==> config.mk <==
export PLATFORM = sky130hd
export DESIGN_NAME = fpu_unary_sched
export DESIGN_NICKNAME = d
export VERILOG_FILES = /design/src/rtl/fpu_unary_sched.sv
export SDC_FILE = /design/constraint.sdc
export NUM_CORES = 1
export LEC_CHECK = 0
export CAP_MARGIN = 20
export CORE_ASPECT_RATIO = 1.75
export CORE_UTILIZATION = 40
export CTS_BUF_LIST = sky130_fd_sc_hd__clkbuf_16
export DETAILED_ROUTE_END_ITERATION = 10
export DONT_BUFFER_PORTS = 1
export PLACE_DENSITY = 0.57
export SLEW_MARGIN = 20
export SYNTH_ARGS = -nofsm -noshare
export SYNTH_HDL_FRONTEND = slang
export SYNTH_SLANG_ARGS = --single-unit
==> constraint.sdc <==
create_clock -name clk -period 2.66 [get_ports clk]
set_input_delay 0.665 -clock clk [delete_from_list [all_inputs] [get_ports clk]]
set_output_delay 0.665 -clock clk [all_outputs]
set_load 0.02 [all_outputs]
==> src/rtl/fpu_unary_sched.sv <==
// fpu_unary_sched
//   Shares one fixed-latency unary FP unit (floor/ftoi/itof/fsqrt) between NREQ requesters.
//   A round-robin arbiter issues at most one op per cycle. Each issued op carries its source
//   index and tag down a shift register that mirrors the unit latency. When the op leaves the
//   unit, its result is pushed into a show-ahead result FIFO. Issue is gated by credits, so the
//   FIFO can never overflow while the consumer back-pressures.
//
// Ports
//   clk, rstn                     clock (rising edge), asynchronous active-low reset
//   req_valid/req_ready           per-requester handshake; req_ready is one-hot or zero
//   req_op/req_x/req_tag          per-requester op (0 floor, 1 ftoi, 2 itof, 3 fsqrt),
//                                 operand and tag, packed with requester 0 in the low bits
//   u_valid/u_op/u_x              issue strobe and payload to the unit
//   u_y/u_ovf                     unit result, valid LATENCY cycles after u_valid
//   res_valid/res_ready           result FIFO head handshake
//   res_y/res_ovf/res_src/res_tag head entry; all zero while the FIFO is empty
//   busy                          any op in flight or any result queued
module fpu_unary_sched #(
  parameter int unsigned NREQ      = 2,
  parameter int unsigned LATENCY   = 2,
  parameter int unsigned RES_DEPTH = 4,
  parameter int unsigned TAG_W     = 4
) (
  input  logic                     clk,
  input  logic                     rstn,
  input  logic [NREQ-1:0]          req_valid,
  output logic [NREQ-1:0]          req_ready,
  input  logic [2*NREQ-1:0]        req_op,
  input  logic [32*NREQ-1:0]       req_x,
  input  logic [TAG_W*NREQ-1:0]    req_tag,
  output logic                     u_valid,
  output logic [1:0]               u_op,
  output logic [31:0]              u_x,
  input  logic [31:0]              u_y,
  input  logic                     u_ovf,
  output logic                     res_valid,
  input  logic                     res_ready,
  output logic [31:0]              res_y,
  output logic                     res_ovf,
  output logic [$clog2(NREQ)-1:0]  res_src,
  output logic [TAG_W-1:0]         res_tag,
  output logic                     busy
);

  localparam int unsigned SRC_W = $clog2(NREQ);
  localparam int unsigned PTR_W = (RES_DEPTH > 1) ? $clog2(RES_DEPTH) : 1;
  localparam int unsigned CNT_W = $clog2(RES_DEPTH + 1);
  localparam int unsigned INF_W = $clog2(LATENCY + 2);
  localparam int unsigned ENT_W = 1 + 32 + SRC_W + TAG_W;

  // ---------------------------------------------------------------------------------------------
  // State
  // ---------------------------------------------------------------------------------------------
  logic [SRC_W-1:0] rr_ptr_q, rr_ptr_d;
  logic [CNT_W-1:0] fifo_cnt_q, fifo_cnt_d;
  logic [PTR_W-1:0] wr_ptr_q, wr_ptr_d;
  logic [PTR_W-1:0] rd_ptr_q, rd_ptr_d;
  logic [ENT_W-1:0] mem_q [RES_DEPTH];

  // ---------------------------------------------------------------------------------------------
  // Arbitration and issue
  // ---------------------------------------------------------------------------------------------
  logic             gnt_found;
  logic [SRC_W-1:0] gnt_idx;
  logic [SRC_W:0]   cand;
  logic             issue;
  logic [TAG_W-1:0] sel_tag;
  logic [INF_W-1:0] inflight;
  logic [31:0]      used;
  logic             has_credit;

  // Credits come from registered state only, so a pop in this cycle cannot fund an issue in
  // this same cycle.
  assign used       = 32'(inflight) + 32'(fifo_cnt_q);
  assign has_credit = (used < RES_DEPTH);

  always_comb begin
    gnt_found = 1'b0;
    gnt_idx   = '0;
    cand      = '0;
    // Search NREQ candidates starting at the round-robin pointer; first valid one wins.
    for (int unsigned i = 0; i < NREQ; i++) begin
      cand = {1'b0, rr_ptr_q} + (SRC_W + 1)'(i);
      if (32'(cand) >= NREQ) begin
        cand = cand - (SRC_W + 1)'(NREQ);
      end
      if (!gnt_found && req_valid[cand[SRC_W-1:0]]) begin
        gnt_found = 1'b1;
        gnt_idx   = cand[SRC_W-1:0];
      end
    end
  end

  // rstn gates issue so nothing is granted while the tracking state is held in reset.
  assign issue = rstn & gnt_found & has_credit;

  always_comb begin
    req_ready = '0;
    u_valid   = issue;
    u_op      = '0;
    u_x       = '0;
    sel_tag   = '0;
    if (issue) begin
      req_ready[gnt_idx] = 1'b1;
      u_op               = req_op[32'(gnt_idx) * 2 +: 2];
      u_x                = req_x[32'(gnt_idx) * 32 +: 32];
      sel_tag            = req_tag[32'(gnt_idx) * TAG_W +: TAG_W];
    end
  end

  always_comb begin
    rr_ptr_d = rr_ptr_q;
    if (issue) begin
      rr_ptr_d = (32'(gnt_idx) == NREQ - 1) ? '0 : gnt_idx + 1'b1;
    end
  end

  // ---------------------------------------------------------------------------------------------
  // In-flight tracking: one stage per cycle of unit latency
  // ---------------------------------------------------------------------------------------------
  logic             push;
  logic [SRC_W-1:0] push_src;
  logic [TAG_W-1:0] push_tag;

  if (LATENCY == 0) begin : g_comb_unit
    // Combinational unit: the result is available in the issue cycle itself.
    assign push     = issue;
    assign push_src = gnt_idx;
    assign push_tag = sel_tag;
    assign inflight = '0;
  end else begin : g_pipe
    logic [LATENCY-1:0] pv_q, pv_d;
    logic [SRC_W-1:0]   psrc_q [LATENCY];
    logic [SRC_W-1:0]   psrc_d [LATENCY];
    logic [TAG_W-1:0]   ptag_q [LATENCY];
    logic [TAG_W-1:0]   ptag_d [LATENCY];

    always_comb begin
      pv_d[0]   = issue;
      psrc_d[0] = gnt_idx;
      ptag_d[0] = sel_tag;
      for (int unsigned s = 1; s < LATENCY; s++) begin
        pv_d[s]   = pv_q[s-1];
        psrc_d[s] = psrc_q[s-1];
        ptag_d[s] = ptag_q[s-1];
      end
    end

    always_ff @(posedge clk or negedge rstn) begin
      if (!rstn) begin
        pv_q <= '0;
        for (int unsigned s = 0; s < LATENCY; s++) begin
          psrc_q[s] <= '0;
          ptag_q[s] <= '0;
        end
      end else begin
        pv_q <= pv_d;
        for (int unsigned s = 0; s < LATENCY; s++) begin
          psrc_q[s] <= psrc_d[s];
          ptag_q[s] <= ptag_d[s];
        end
      end
    end

    assign push     = pv_q[LATENCY-1];
    assign push_src = psrc_q[LATENCY-1];
    assign push_tag = ptag_q[LATENCY-1];
    assign inflight = INF_W'($countones(pv_q));
  end

  // ---------------------------------------------------------------------------------------------
  // Result FIFO (show-ahead)
  // ---------------------------------------------------------------------------------------------
  logic             pop;
  logic [ENT_W-1:0] head;

  assign res_valid = (fifo_cnt_q != '0);
  assign pop       = res_valid & res_ready;

  always_comb begin
    wr_ptr_d   = wr_ptr_q;
    rd_ptr_d   = rd_ptr_q;
    fifo_cnt_d = fifo_cnt_q;
    if (push) begin
      wr_ptr_d = (32'(wr_ptr_q) == RES_DEPTH - 1) ? '0 : wr_ptr_q + 1'b1;
    end
    if (pop) begin
      rd_ptr_d = (32'(rd_ptr_q) == RES_DEPTH - 1) ? '0 : rd_ptr_q + 1'b1;
    end
    // Credits guarantee push never lands on a full FIFO, so no overflow guard is needed.
    if (push && !pop) begin
      fifo_cnt_d = fifo_cnt_q + 1'b1;
    end else if (!push && pop) begin
      fifo_cnt_d = fifo_cnt_q - 1'b1;
    end
  end

  always_ff @(posedge clk or negedge rstn) begin
    if (!rstn) begin
      rr_ptr_q   <= '0;
      fifo_cnt_q <= '0;
      wr_ptr_q   <= '0;
      rd_ptr_q   <= '0;
    end else begin
      rr_ptr_q   <= rr_ptr_d;
      fifo_cnt_q <= fifo_cnt_d;
      wr_ptr_q   <= wr_ptr_d;
      rd_ptr_q   <= rd_ptr_d;
    end
  end

  // Storage needs no reset: the head is masked to zero whenever the FIFO is empty.
  always_ff @(posedge clk) begin
    if (push) begin
      mem_q[wr_ptr_q] <= {u_ovf, u_y, push_src, push_tag};
    end
  end

  assign head = mem_q[rd_ptr_q];
  assign {res_ovf, res_y, res_src, res_tag} = res_valid ? head : '0;

  assign busy = (inflight != '0) | res_valid;

endmodule
* Yosys cells after proc, flatten, opt, wreduce, memory -nomap -nowiden
Memory sizes are Yosys's and may differ from the RTL's.
Index checks and enable logic that the tools add are counted.
** Storage, ports and cells
- Flip-flop bits (word level) :: 20
- RAM bits :: 152
- Input bits :: 114
- Logic and storage cells :: 70
- Memories :: 1
** Memory list
- mem_q :: words 4, width 38, read ports 1, clocked after memory_dff 0, wr ports 1, RTL line 58 : logic [ENT_W-1:0] mem_q [RES_DEPTH];
** Cells by class
- Add/sub/neg operators :: 10
- $lt $le $gt $ge :: 7
- Eq/ne operators :: 2
- Shift-type cells :: 3
- Muxes and demuxes :: 24
- Bitwise logic cells :: 4
- Reduce and logical (&&, ||, !) cells :: 10
** Operator list (count)
- 64-bit by 7-bit indexed part select with 32-bit output :: 1
- 38-bit two-way mux :: 1
- 32-bit two-way mux :: 1
- 1-bit two-way mux :: 14
- 2-bit two-way mux :: 4
- 8-bit by 4-bit indexed part select with 4-bit output :: 1
- 1-bit by 2-bit < comparator with 1-bit output (second input constant) :: 3
- 3-bit two-way mux :: 2
- 2-bit by 1-bit adder with 2-bit output (second input constant) :: 2
- 2-bit by 3-bit adder with 4-bit output :: 1
- 2-bit == test (second input constant) :: 2
- 1-bit logical AND :: 4
- 4-bit by 3-bit < comparator with 1-bit output (second input constant) :: 1
- 4-bit two-way mux :: 1
- 2-bit nonzero test :: 2
- 4-bit by 3-bit indexed part select with 2-bit output :: 1
- 3-bit by 1-bit adder with 3-bit output (second input constant) :: 1
- 1-bit bitwise AND :: 3
- 1-bit zero test :: 3
- 3-bit nonzero test :: 1
- 3-bit by 1-bit subtractor with 3-bit output (second input constant) :: 1
- 1-bit by 1-bit adder with 2-bit output :: 1
- 1-bit by 1-bit adder with 2-bit output (second input constant) :: 1
- 1-bit by 2-bit greater-or-equal comparator with 1-bit output (second input constant) :: 1
- other kinds (6) :: 7

* Depth between registers and ports, before layout
- Depth in word-level cells :: 13
- Mapped depth :: 9

* Worst setup path after synthesis
No wires, ideal clock.
- Path type :: input port to output port
- Start point :: input port req_valid[1]
- End point :: output port u_x[10]
- Arrival time :: 1727 ps
- Data required time :: 1995 ps
- Setup slack :: 268 ps
- Stages on the path :: 5
- Path buffers :: 3
- Path through :: buf_2 > buf_2 > buf_1 > nand3_1 > a21oi_1
** Between the ends
- Longest elaborated chain between the ends :: 9
- Elaborated cells on any way between the ends :: 14
** Ends and longest elaborated chain
- from (decl) :: RTL line 26 : input logic [NREQ-1:0] req_valid,
- branches (longest 8 deep; another with 64-bit by 7-bit indexed part select with 32-bit output)
- 32-bit two-way mux * :: RTL line 103 : if (issue) begin
- to (decl) :: RTL line 33 : output logic [31:0] u_x,
Mark *: on every way between the ends. The select of a mux whose other input is x is not followed.

* Worst setup path in the final report
- Start point :: register g_pipe.pv_q[1]
- End point :: output port u_x[29]
** Between the ends
- Longest elaborated chain between the ends :: 5
** Ends and longest elaborated chain
- from (decl) :: RTL line 132 : logic [LATENCY-1:0] pv_q, pv_d;
- from (signal assigned) :: RTL line 157 : pv_q <= pv_d;
- 1-bit by 1-bit adder with 2-bit output (not written as such) :: RTL line 168 : assign inflight = INF_W'($countones(pv_q));
- 2-bit by 3-bit adder with 4-bit output :: RTL line 74 : assign used = 32'(inflight) + 32'(fifo_cnt_q);
- 4-bit by 3-bit < comparator with 1-bit output :: RTL line 75 : assign has_credit = (used < RES_DEPTH);
- 1-bit bitwise AND :: RTL line 95 : assign issue = rstn & gnt_found & has_credit;
- 32-bit two-way mux :: RTL line 103
No other way between the ends.

==> run summary <==
GRT Util Overall - 18.2%
Final setup violating endpoints - 30
Final wirelength - 17300 um
Mapped cell area - 7600 um^2
Logic pwr share - 39.2%
TNS Setup - -857 ps
Routed vias - 4439
Setup slack at placement - 195 ps
Fin Hold WS - 336 ps
Hold Path Class - in2reg
Power Dens Cells - 1040 nW/um^2
Status - finished, violations left
Routed Antenna Nets - 0
Critical Path AT - 2050 ps
Area delta synth->final - 23.5%
Syn Inst Count - 489
Net switching power figure - 3.34 mW
Switching part of the total - 34.0%
Insertion delay to the later sink of the worst-skew pair - 420 ps
Synth Area per Inst - 15.6 um^2
Chip height - 184 um
Top Ports - 191
Fin cells - 784
Placed cell count - 733
Worst hold start - u_ovf
Synthesized net count - 613
Vias per cell - 5.66
Final Hold Fails - 0
Setup Crit Path Kind - reg2out
Startpoint type of the worst setup path - flip-flop
First-pass DRT Iterations - 4
Hpwl dp - 10000 um
Final worst slack - -54.7 ps
Clock-pin slew on the worst setup and hold paths - 60 ps
Netlist cell types - 29
Peak VDD IR - 0.000519 V
Clock power share - 24.6%
H-Tree Depth - 4
Nets - 658
Worst Hold Depth - 0
Initial antenna violation count - 0
Failing checks - negative setup slack
Clock Path Buffers - 2
Slew Viols, Final - 0
LEAKAGE - 3.23 nW
Port Buffers - 0
Cell Rows - 66
R2r worst-path depth - 9
GRT overflow - 0
YS warnings - 0
FF-to-FF Start - fifo_cnt_q[0]$_DFFE_PN0P_
Number of global-route vias before repair - 4642
1st-iter DRT viols - 197
Cell internal pwr - 6.48 mW
Fin util - 50.6%
Fin crit share - 102%
Drt drc - 0
Worst-Margin Slew - 956 ps
Share of layout cells above drive strength 1 - 34.6%
Filler instances - 1536
RSZ-0062 raised after global routing - true
CTS root buffer - clkbuf_16
Core ar. - 18600 um^2
Clock sink count - 172
Max_slew headroom - 36.1%
Worst Clk Skew - 4.98 ps
Max Cap Viol - 0
Seq/Total Area, Yosys - 66.6%
Routability cong. - 0.912
#FFs+latches synth - 172
Min Tclk post-route - 2710 ps
Inserted Diodes - 0
CP Max Fanout - 5
Crit path required time - 2000 ps
Num CTS Buffers - 17
FMAX - 368 MHz
CTS tree - done
Largest net degree at the start of global routing - 118
Routed WL per cell - 22.1 um
Flop-to-flop setup slack - 570 ps
Chip width - 106 um
Sequential Power Share - 36.1%
Initial Utilization - 40.9%
Hold Path End - mem_q[1][37]$_DFFE_PP_
Die area - 19600 um^2
Global-route wire length before repair - 25700 um
Worst r2r dst - fifo_cnt_q[2]$_DFFE_PN0P_
Worst Setup End Kind - output port
## final cells by class
type	instances	area, um^2	area share, %
Sequential cell	172	5070	53.9
Multi-Input combinational cell	268	2610	27.7
Timing Repair Buffer	69	816	8.68
Clock buffer	17	425	4.53
Tap cell	238	298	3.17
Clock inverter	14	155	1.65
Inverter	6	27.5	0.293
## layout by cell type (no fill, tap or decap), drive strengths merged
cell type | synthesis | routed
a21o | 38 | 38
a21oi | 38 | 38
and2 | 43 | 43
buf | 18 | 67
bufinv | 0 | 3
clkbuf | 25 | 18
clkinv | 0 | 9
clkinvlp | 0 | 1
dfrtp | 20 | 20
dlygate4sd3 | 0 | 1
edfxtp | 152 | 152
fa | 1 | 1
ha | 9 | 9
inv | 6 | 7
mux2 | 3 | 3
mux4 | 38 | 38
nand2 | 3 | 3
nand2b | 1 | 1
nand3 | 40 | 40
nand4 | 1 | 1
nor2 | 5 | 5
nor2b | 1 | 1
nor3 | 2 | 2
o21ai | 40 | 40
o2bb2ai | 1 | 1
or3 | 1 | 1
xnor2 | 1 | 1
xor2 | 2 | 2
## registers in the layout, indices dropped and copies added, names as in the netlist
name           count
rd_ptr_q           2
fifo_cnt_q         3
g_pipe.ptag_d      4
mem_q            152
rr_ptr_q           1
push_tag           4
push_src           1
g_pipe.psrc_d      1
g_pipe.pv_q        2
wr_ptr_q           2
## power by group through the flow
stage / Clock [mW] / Sequential, mW / Combinational [mW]
2_1_floorplan: 0 / 3.49 / 2.62
3_3_place_gp: 0 / 3.54 / 3.10
3_5_place_dp: 0 / 3.57 / 3.15
4_1_cts: 2.49 / 3.54 / 3.72
5_1_grt: 2.61 / 3.59 / 4.10
6_report: 2.42 / 3.55 / 3.85
## what timing repair did
action / CTS / global route
endpoints found under the setup margin: 39 / 45
setup buffers: 10 / 2
gates resized for setup: 61 / 37
hold buffers: 1 / 0
pin swaps: 4 / 6
hold endpoints to repair: 20 / 0
cloned: 7 / 1
## worst max path at each step
| stage | start | end | slack, ps | cells past startpoint |
|---|---|---|---|---|
| 2_1_floorplan | req_valid[1] | u_x[10] | 270 | 5 |
| 3_3_place_gp | req_valid[0] | u_x[3] | 210 | 5 |
| 3_5_place_dp | req_valid[0] | u_x[3] | 200 | 5 |
| 4_1_cts | g_pipe.pv_q[0]$_DFF_PN0_ | u_x[14] | -90 | 8 |
| 5_1_grt | g_pipe.pv_q[1]$_DFF_PN0_ | u_x[29] | -140 | 9 |
| 6_report | g_pipe.pv_q[1]$_DFF_PN0_ | u_x[29] | -50 | 9 |
## synthesized netlist by cell type
cell / instances / area [um^2]
edfxtp_1: 152 / 4560
nand2b_1: 1 / 6.26
xor2_1: 2 / 17.5
a21o_1: 38 / 285
o2bb2ai_1: 1 / 8.76
buf_1: 1 / 3.75
clkbuf_2: 1 / 5.00
and2_1: 43 / 269
mux2_2: 3 / 33.8
nand2_1: 3 / 11.3
o21ai_0: 39 / 195
o21ai_1: 1 / 5.00
a21oi_1: 38 / 190
or3_1: 1 / 6.26
nand4_1: 1 / 6.26
xnor2_1: 1 / 8.76
nor2_1: 5 / 18.8
inv_1: 6 / 22.5
clkbuf_1: 24 / 90.1
nor2b_1: 1 / 6.26
dfrtp_1: 20 / 500
ha_1: 9 / 113
nor3_1: 2 / 10.0
buf_2: 12 / 60.1
nand3_1: 40 / 200
fa_1: 1 / 20.0
mux4_2: 38 / 856
buf_12: 4 / 80.1
buf_6: 1 / 11.3
## through the flow
stage                     cell area [um^2]  power [mW]
after detailed placement              8080        6.72
after global placement                8080        6.64
after CTS                             9180        9.75
after global routing                  9400        10.3
after floorplan                       7600        6.11
final                                 9400        9.82
## kinds of logic after synthesis
group | count (synthesis) | share of synthesized area, %
buffers and inverters | 49 | 3.59
XOR/XNOR | 3 | 0.346
flip-flops | 172 | 66.6
multiplexers | 41 | 11.7
AND/OR/NAND/NOR | 97 | 7.03
adder cells (fa/ha/maj) | 10 | 1.74
AO/OA/AOI/OAI | 117 | 9.00
## worst max-delay path: stages (launching register included)
cell and delay [ps]:
dfrtp_2 440, buf_6 140, inv_4 60, ha_4 190, nand3_4 90, nand3_4 120
buf_12 180, buf_16 150, a21oi_2 110, buf_4 150
## metal layers
layer,track usage (%),wire length (um),up-vias
met1,16.7,5680,2221
li1,-,-,1970
met3,5.23,1070,37
met4,9.17,614,0
met5,0,0,-
met2,35.3,9970,211
Power figures use the tool's default switching activity.
